===== config.mk =====
export PLATFORM = sky130hd
export DESIGN_NAME = mode7_line_sequencer
export DESIGN_NICKNAME = d
export VERILOG_FILES = /design/src/rtl/mode7_pkg.sv /design/src/rtl/mode7_shared_mul.sv /design/src/rtl/mode7_line_sequencer.sv
export SDC_FILE = /design/constraint.sdc
export NUM_CORES = 2
export LEC_CHECK = 0
export ABC_CLOCK_PERIOD_IN_PS = 23000
export CAP_MARGIN = 40
export CORE_MARGIN = 3
export CORE_UTILIZATION = 45
export DETAILED_ROUTE_END_ITERATION = 10
export GPL_ROUTABILITY_DRIVEN = 1
export GPL_TIMING_DRIVEN = 0
export SLEW_MARGIN = 20
export SYNTH_ARGS = -nofsm -noshare
export SYNTH_HDL_FRONTEND = slang
export SYNTH_HIERARCHICAL = 1
export SYNTH_SLANG_ARGS = --single-unit

===== constraint.sdc =====
create_clock -name clk -period 23 [get_ports clk]
set_input_delay 5.75 -clock clk [delete_from_list [all_inputs] [get_ports clk]]
set_output_delay 5.75 -clock clk [all_outputs]
set_load 0.05 [all_outputs]

===== src/rtl/mode7_pkg.sv =====
// Shared widths, FSM encoding and operand helpers for the mode7 line sequencer.
package mode7_pkg;
  localparam int CORNER_W = 29;
  localparam int EDGE_W   = 36;
  localparam int STRIDE_W = 33;
  localparam int RECIP_W  = 17;
  localparam int MUL_A_W  = 37;
  localparam int MUL_B_W  = 18;
  localparam int MUL_P_W  = MUL_A_W + MUL_B_W;
  localparam int FRAC_SH  = 16;

  typedef enum logic [2:0] {IDLE, EDGE, STRIDE, WB, PUBLISH} seq_state_t;

  // (hi - lo) >>> 16 at corner width + 1, sign-extended to multiplier A width
  function automatic logic [MUL_A_W-1:0] edge_delta(input logic [CORNER_W-1:0] hi,
                                                     input logic [CORNER_W-1:0] lo);
    logic signed [CORNER_W:0] d;
    d = $signed({hi[CORNER_W-1], hi}) - $signed({lo[CORNER_W-1], lo});
    d = d >>> FRAC_SH;
    return {{(MUL_A_W-CORNER_W-1){d[CORNER_W]}}, d};
  endfunction

  function automatic logic [MUL_A_W-1:0] span_delta(input logic [EDGE_W-1:0] hi,
                                                     input logic [EDGE_W-1:0] lo);
    return {hi[EDGE_W-1], hi} - {lo[EDGE_W-1], lo};
  endfunction
endpackage


===== src/rtl/mode7_shared_mul.sv =====
// Registered signed 37x18 multiplier, one op per cycle, no datapath reset.
module mode7_shared_mul
  import mode7_pkg::*;
(
  input  logic                      clk,
  input  logic signed [MUL_A_W-1:0] a,
  input  logic signed [MUL_B_W-1:0] b,
  output logic signed [MUL_P_W-1:0] p
);
  always_ff @(posedge clk) p <= a * b;
endmodule


===== src/rtl/mode7_line_sequencer.sv =====
// Per-line mode7 parameter sequencer on one shared multiplier.
// MODE7_SEQ_OVERRUN_EN enables the sticky overrun flag (tied 0 otherwise).
module mode7_line_sequencer
  import mode7_pkg::*;
#(
  parameter logic [7:0] STRIDE_RECIP = 8'd102,
  parameter int         MUL_LAT      = 1
) (
  input  logic                       clk,
  input  logic                       rst,
  input  logic                       frame_start,
  input  logic                       line_start,
  input  logic signed [CORNER_W-1:0] a_u,
  input  logic signed [CORNER_W-1:0] a_v,
  input  logic signed [CORNER_W-1:0] b_u,
  input  logic signed [CORNER_W-1:0] b_v,
  input  logic signed [CORNER_W-1:0] c_u,
  input  logic signed [CORNER_W-1:0] c_v,
  input  logic signed [CORNER_W-1:0] d_u,
  input  logic signed [CORNER_W-1:0] d_v,
  input  logic        [RECIP_W-1:0]  one_over_y,
  output logic signed [EDGE_W-1:0]   u_start,
  output logic signed [EDGE_W-1:0]   v_start,
  output logic signed [STRIDE_W-1:0] u_stride,
  output logic signed [STRIDE_W-1:0] v_stride,
  output logic                       params_valid,
  output logic                       busy,
  output logic                       overrun
);
  if (MUL_LAT != 1) begin : g_lat_chk
    $error("mode7_line_sequencer: only MUL_LAT=1 is supported");
  end

  seq_state_t state, state_nxt;
  logic [1:0] idx, idx_nxt;

  // cr[0..3] = a_u,a_v,b_u,b_v (far corners), cr[4..7] = c_u,c_v,d_u,d_v (near/base)
  logic [7:0][CORNER_W-1:0] cr;
  logic [3:0][EDGE_W-1:0]   edge_r;   // left_u, left_v, right_u, right_v
  logic [STRIDE_W-1:0]      stride_u_r;

  logic signed [MUL_A_W-1:0] mul_a;
  logic signed [MUL_B_W-1:0] mul_b;
  logic signed [MUL_P_W-1:0] prod;
  logic                      cap_en;
  logic [1:0]                cap_slot;
  logic [CORNER_W-1:0]       cap_base;
  logic [EDGE_W-1:0]         edge_sum;

  mode7_shared_mul u_mul (.clk(clk), .a(mul_a), .b(mul_b), .p(prod));

  always_ff @(posedge clk) begin
    if (rst) begin
      state <= IDLE;
      idx   <= '0;
    end else begin
      state <= state_nxt;
      idx   <= idx_nxt;
    end
  end

  always_comb begin
    state_nxt = state;
    idx_nxt   = idx;
    if (frame_start) begin
      state_nxt = IDLE;
      idx_nxt   = '0;
    end else begin
      case (state)
        IDLE:    if (line_start) begin state_nxt = EDGE; idx_nxt = '0; end
        EDGE:    if (idx == 2'd3) begin state_nxt = STRIDE; idx_nxt = '0; end
                 else idx_nxt = idx + 2'd1;
        STRIDE:  if (idx[0]) begin state_nxt = WB; idx_nxt = '0; end
                 else idx_nxt = idx + 2'd1;
        WB:      state_nxt = PUBLISH;
        default: state_nxt = IDLE;
      endcase
    end
  end

  always_comb begin
    mul_a        = '0;
    mul_b        = '0;
    busy         = (state != IDLE);
    params_valid = (state == PUBLISH);
    case (state)
      EDGE: begin
        mul_a = edge_delta(cr[{1'b0, idx}], cr[{1'b1, idx}]);
        mul_b = {1'b0, one_over_y};
      end
      STRIDE: begin
        mul_a = idx[0] ? span_delta(edge_r[3], edge_r[1]) : span_delta(edge_r[2], edge_r[0]);
        mul_b = {{(MUL_B_W-8){1'b0}}, STRIDE_RECIP};
      end
      default: ;
    endcase
  end

  // Product of the op issued last cycle lands here; edge results add the base corner.
  always_comb begin
    cap_en   = 1'b0;
    cap_slot = '0;
    if (state == EDGE && idx != 2'd0) begin
      cap_en   = 1'b1;
      cap_slot = idx - 2'd1;
    end else if (state == STRIDE && !idx[0]) begin
      cap_en   = 1'b1;
      cap_slot = 2'd3;
    end
    cap_base = cr[{1'b1, cap_slot}];
    edge_sum = {{(EDGE_W-CORNER_W){cap_base[CORNER_W-1]}}, cap_base} + prod[EDGE_W-1:0];
  end

  always_ff @(posedge clk) begin
    if (rst) begin
      cr       <= '0;
      u_start  <= '0;
      v_start  <= '0;
      u_stride <= '0;
      v_stride <= '0;
    end else begin
      if (frame_start) cr <= {d_v, d_u, c_v, c_u, b_v, b_u, a_v, a_u};
      if (cap_en) edge_r[cap_slot] <= edge_sum;
      if (state == STRIDE && idx[0]) stride_u_r <= prod[FRAC_SH +: STRIDE_W];
      if (state == WB && !frame_start) begin
        u_start  <= edge_r[0];
        v_start  <= edge_r[1];
        u_stride <= stride_u_r;
        v_stride <= prod[FRAC_SH +: STRIDE_W];
      end
    end
  end

`ifdef MODE7_SEQ_OVERRUN_EN
  logic overrun_r;
  always_ff @(posedge clk) begin
    if (rst)                              overrun_r <= 1'b0;
    else if (frame_start)                 overrun_r <= 1'b0;
    else if (line_start && state != IDLE) overrun_r <= 1'b1;
  end
  assign overrun = overrun_r;
`else
  assign overrun = 1'b0;
`endif
endmodule


* Yosys cells after proc, flatten, opt, wreduce, memory -nomap -nowiden
Index checks and enable logic that the tools add are counted.
** Word-level totals
- Bits in registers :: 601
- Latch bits :: 0
- Bits in writable memories :: 0
- Memory bits (read-only) :: 0
- Bits of input ports :: 253
- Output and inout port bits :: 141
- Word-level logic and storage cells :: 81
- Memories :: 0
** Operators by class
- $add $sub $neg :: 6
- Multipliers :: 1
- Div/mod/pow operators :: 0
- $lt $le $gt $ge :: 5
- Equal/unequal tests :: 8
- Shift-type cells :: 0
- Muxes and demuxes :: 24
- Bitwise logic cells :: 1
- Reductions and logical operators :: 16
** Operators with widths (count)
- binary-select mux 29 bit (select 2 bit) :: 3
- bitwise mux 144 bit :: 1
- 2-to-1 mux 29 bit :: 3
- case mux 37 bit (2 select lines) :: 1
- subtractor 36 x 36 -> 37 bit :: 2
- demux 36 bit (select 2 bit) :: 1
- multiplier 37 x 18 -> 49 bit :: 1
- 2-to-1 mux 37 bit :: 1
- adder 36 bit :: 1
- 2-to-1 mux 36 bit :: 1
- case mux 17 bit (2 select lines) :: 1
- subtractor 29 x 29 -> 30 bit :: 1
- case mux 3 bit (4 select lines) :: 1
- 2-to-1 mux 2 bit :: 5
- 2-to-1 mux 3 bit :: 3
- < comparator 3 x 4 -> 1 bit (second input constant) :: 2
- equality test 3 x 2 -> 1 bit (second input constant) :: 2
- inequality test 2 bit (second input constant) :: 3
- case mux 2 bit (3 select lines) :: 1
- AND reduction 2 bit :: 3
- nonzero test 3 bit :: 2
- logical AND 1 bit :: 5
- < comparator 2 x 4 -> 1 bit (second input constant) :: 1
- equality test 3 x 1 -> 1 bit (second input constant) :: 1
- 13 further kinds :: 15

* Longest topological paths before layout
- Depth after elaboration :: 9
- Gate-level depth with buffers :: 42
- Depth with buffers taken out :: 37

* Hierarchy
The synthesis kept the hierarchy.
** Modules (own cells, without submodules)
- mode7_line_sequencer :: instances 1, cells each 2880, area an instance 27848.0 sq um, seq. area each 12822.3 sq um
- mode7_shared_mul :: instances 1, cells each 2704, area an instance 23875.4 sq um, seq. area each 1101.1 sq um

* Least setup slack after synthesis
OpenSTA, ideal clock, no wires.
- Path type :: input-to-reg
- Start point :: in one_over_y[3]
- End point :: reg u_mul/p[54] (netlist name)
- Library setup time :: 0.079 ns
- Arrival :: 12.107 ns
- Required time :: 22.921 ns
- Path slack :: 10.814 ns
- Cell stages on the path :: 26
- Path buffers :: 3
- Cells stage by stage :: and2_1 > clkbuf_1 > clkbuf_1 > nand2_1 > fa_1 > inv_1 > fa_1 > inv_1 > fa_1 > inv_1 > fa_1 > fa_1 > inv_1 > fa_1 > inv_1 > ha_1 > buf_2 > and3_2 > nand2_1 > nor4_1 > a211oi_4 > o41ai_4 > a21o_4 > a2111oi_2 > or4_1 > o211ai_1
** RTL lines
- start, declared :: RTL line mode7_line_sequencer.sv:21 : input logic [RECIP_W-1:0] one_over_y,

* Worst setup path after layout
- Start point :: in one_over_y[4]
- End point :: reg u_mul.p[47]
** On the way
- Longest elaborated chain between the ends :: 2
** RTL lines
- case mux 17 bit (2 select lines) :: RTL line mode7_line_sequencer.sv:86 : case (state)
- named net mul_b[4] :: RTL line mode7_line_sequencer.sv:43 : logic signed [MUL_B_W-1:0] mul_b;
- multiplier 37 x 18 -> 49 bit :: RTL line mode7_shared_mul.sv:10 : always_ff @(posedge clk) p <= a * b;
- end signal, assigned :: RTL line mode7_shared_mul.sv:10
- end, declared :: RTL line mode7_shared_mul.sv:8 : output logic signed [MUL_P_W-1:0] p
The timed path passes the listed nets, and every way through them passes these cells.
A chain may end at the register's enable or synchronous reset.

==> metrics.md <==
| Metric | Value |
|---|---|
| Req. time, crit path | `23560 ps` |
| Highest clock rate | `70.3 MHz` |
| Grt met3 use | `4.91%` |
| Ports | `394` |
| Worst reg2reg startpoint | `idx[1]` |
| Setup CP Type | `in -> reg` |
| Setup Fix Bufs, Post-CTS | `0` |
| Area delta synth->final | `17.1%` |
| Worst clock skew | `43.6 ps` |
| # clock sinks | `601` |
| Die area | `115000 µm²` |
| Hold Crit Start | `u_mul/p[47]` |
| R2R setup slack | `9820 ps` |
| Post-route ant nets | `0` |
| M1 GR Usage | `40.0%` |
| Root buf cell | `clkbuf_16` |
| DRT Pass-1 Iters | `8` |
| Number of max-cap violations | `0` |
| Peak VDD IR | `0.0652 mV` |
| Avg Inst Size Synth | `9.24 µm²` |
| GRT met2 Usage | `50.2%` |
| Layout cell share with drive strength beyond 1 | `4.63%` |
| Drt wl/cell | `23.8 µm` |
| Relative slew slack | `39.8%` |
| Gp weighted congestion | `0.976` |
| Final WS setup | `8770 ps` |
| Site Rows | `121` |
| DRC Markers | `0` |
| Final Util | `53.5%` |
| Status | `complete, no violations` |
| Area of the mapped netlist | `50000 µm²` |
| Die Y | `339 µm` |
| Crit end category | `register` |
| Port Buffers | `391` |
| Post-route design area | `58600 µm²` |
| Total placed instance area | `56500 µm²` |
| Skew-Pair Late Insertion Delay | `650 ps` |
| Max FO, Critical Path | `10` |
| Post-DP HPWL | `147 mm` |
| Worst r2r dst | `u_mul/p[47]` |
| CTS tree | `done` |
| Total track usage | `30.4%` |
| Clock transition at path regs | `60 ps` |
| Post-Syn Instances | `5415` |
| CTS H-tree lvls | `2` |
| CP peak stage delay | `690 ps` |
| Vias in the first global route | `40895` |
| Pwr/cell area | `49.4 nW/µm²` |
| Final setup violation count | `0` |
| Initial detailed-routing violation count | `3496` |
| R2R cell count | `40` |
| Yosys warns | `6` |
| HP Class | `reg -> reg` |
| Global-route wire length before repair | `262 mm` |
| Cts bufs inserted | `59` |
| Nets | `7045` |
| Minimum clock period | `14230 ps` |
| Die width | `339 µm` |
| Drt total wl | `178 mm` |
| Initial Util | `45.6%` |
| Leakage | `26.0 nW` |
| Post-cts resize count | `0` |
| Busiest layer in global routing | `met2` |
| Grt total ovfl | `0` |
| Final max-slew violation count | `0` |
| Setup Total Neg Slack | `0 ps` |
| RSZ-0062 raised after global routing | `false` |
| Slowest CP cell | `clkbuf_1` |
| Crit-path most repeated cell | `fa_1` |
| Hold buffers post-CTS | `0` |
| Worst setup SP type | `primary input` |
| Hold Path End | `stride_u_r[31]` |
| Worst hold path depth | `0` |
| Fin. Hold Viols | `0` |
| Pre-CTS setup slack | `8300 ps` |
| Largest net degree at the start of global routing | `23` |
| Initial antenna violation count | `20` |
| DR vias/cell | `5.45` |
| Clock Path Buffers | `3` |
| Via count | `40687` |
| Slew @ Worst Pin | `900 ps` |
| Fin crit share | `61.9%` |
| Core area | `110000 µm²` |
| WP data arrival | `14800 ps` |
final cells by class:
| cell class | instances | area (µm²) |
|---|---|---|
| Multi-Input combinational cell | 3660 | 31900 |
| Buffer | 296 | 1150 |
| Tap cell | 1476 | 1850 |
| Timing Repair Buffer | 456 | 4610 |
| Clock buffer | 85 | 1750 |
| Antenna cell | 13 | 32.5 |
| Fill cell | 10433 | 51000 |
| Inverter | 862 | 3240 |
| Sequential cell | 601 | 13800 |
| Clock inverter | 22 | 258 |
where the power goes:
part,switching (W),leakage (nW),total (W),internal [W]
combinational,0.000423,19.9,0.000672,0.000249
sequential,0.0000429,5.08,0.00122,0.00117
clock,0.000429,0.990,0.00101,0.000581
total,0.000894,26.0,0.00290,0.00200
flip-flops by register name, summed over array words and instances (netlist names):
| register | count |
|---|---|
| v_stride | 33 |
| edge_r | 144 |
| cr | 232 |
| u_mul/p | 49 |
| u_start | 36 |
| idx | 2 |
| state | 3 |
| v_start | 36 |
| u_stride | 33 |
| stride_u_r | 33 |
worst max path at each step:
stage,startpoint,cells past startpoint,to,slack [ps]
final,one_over_y[4],26,u_mul/p[47],8770
after CTS,one_over_y[4],26,u_mul/p[47],8940
after global routing,one_over_y[4],26,u_mul/p[47],8560
after floorplan,one_over_y[3],25,u_mul/p[48],10880
after global placement,one_over_y[0],27,u_mul/p[47],7480
after detailed placement,one_over_y[4],26,u_mul/p[47],8300
cell usage in the layout, fill, tap and decap left out, types with 61 or more instances in the layout:
cell             count
o21ai_0             77
inv_1              861
a21oi_1            295
a21o_1              64
clkbuf_16           61
clkbuf_1           256
xnor2_1             95
edfxtp_1           177
mux2i_1            239
and2_1             199
fa_1               593
dfxtp_1            424
clkdlybuf4s50_1    391
ha_1               263
nand2_1            826
nor2_1             414
critical path, delay by kind of cell:
kind / cells / cell delay, ps
AO/OA/AOI/OAI: 8 / 2580
XOR/XNOR: 1 / 130
adder cells (fa/ha/maj): 7 / 3430
buffers and inverters: 7 / 2330
AND/OR/NAND/NOR: 3 / 530
per-layer routing:
metal	share of wire (%)	routed length (µm)
met4	4.4	7750
met5	0.0090	16
met3	7.7	13700
met2	47	83600
met1	41	72700
per-stage QoR:
step,total power (W),hold WS [ps],std cells
final,0.00290,431,7471
after global routing,0.00301,446,7470
after CTS,0.00290,433,7451
after detailed placement,0.00190,418,7344
after global placement,0.00187,419,7286
after floorplan,0.00160,408,5419
Power figures use the tool's default switching activity.
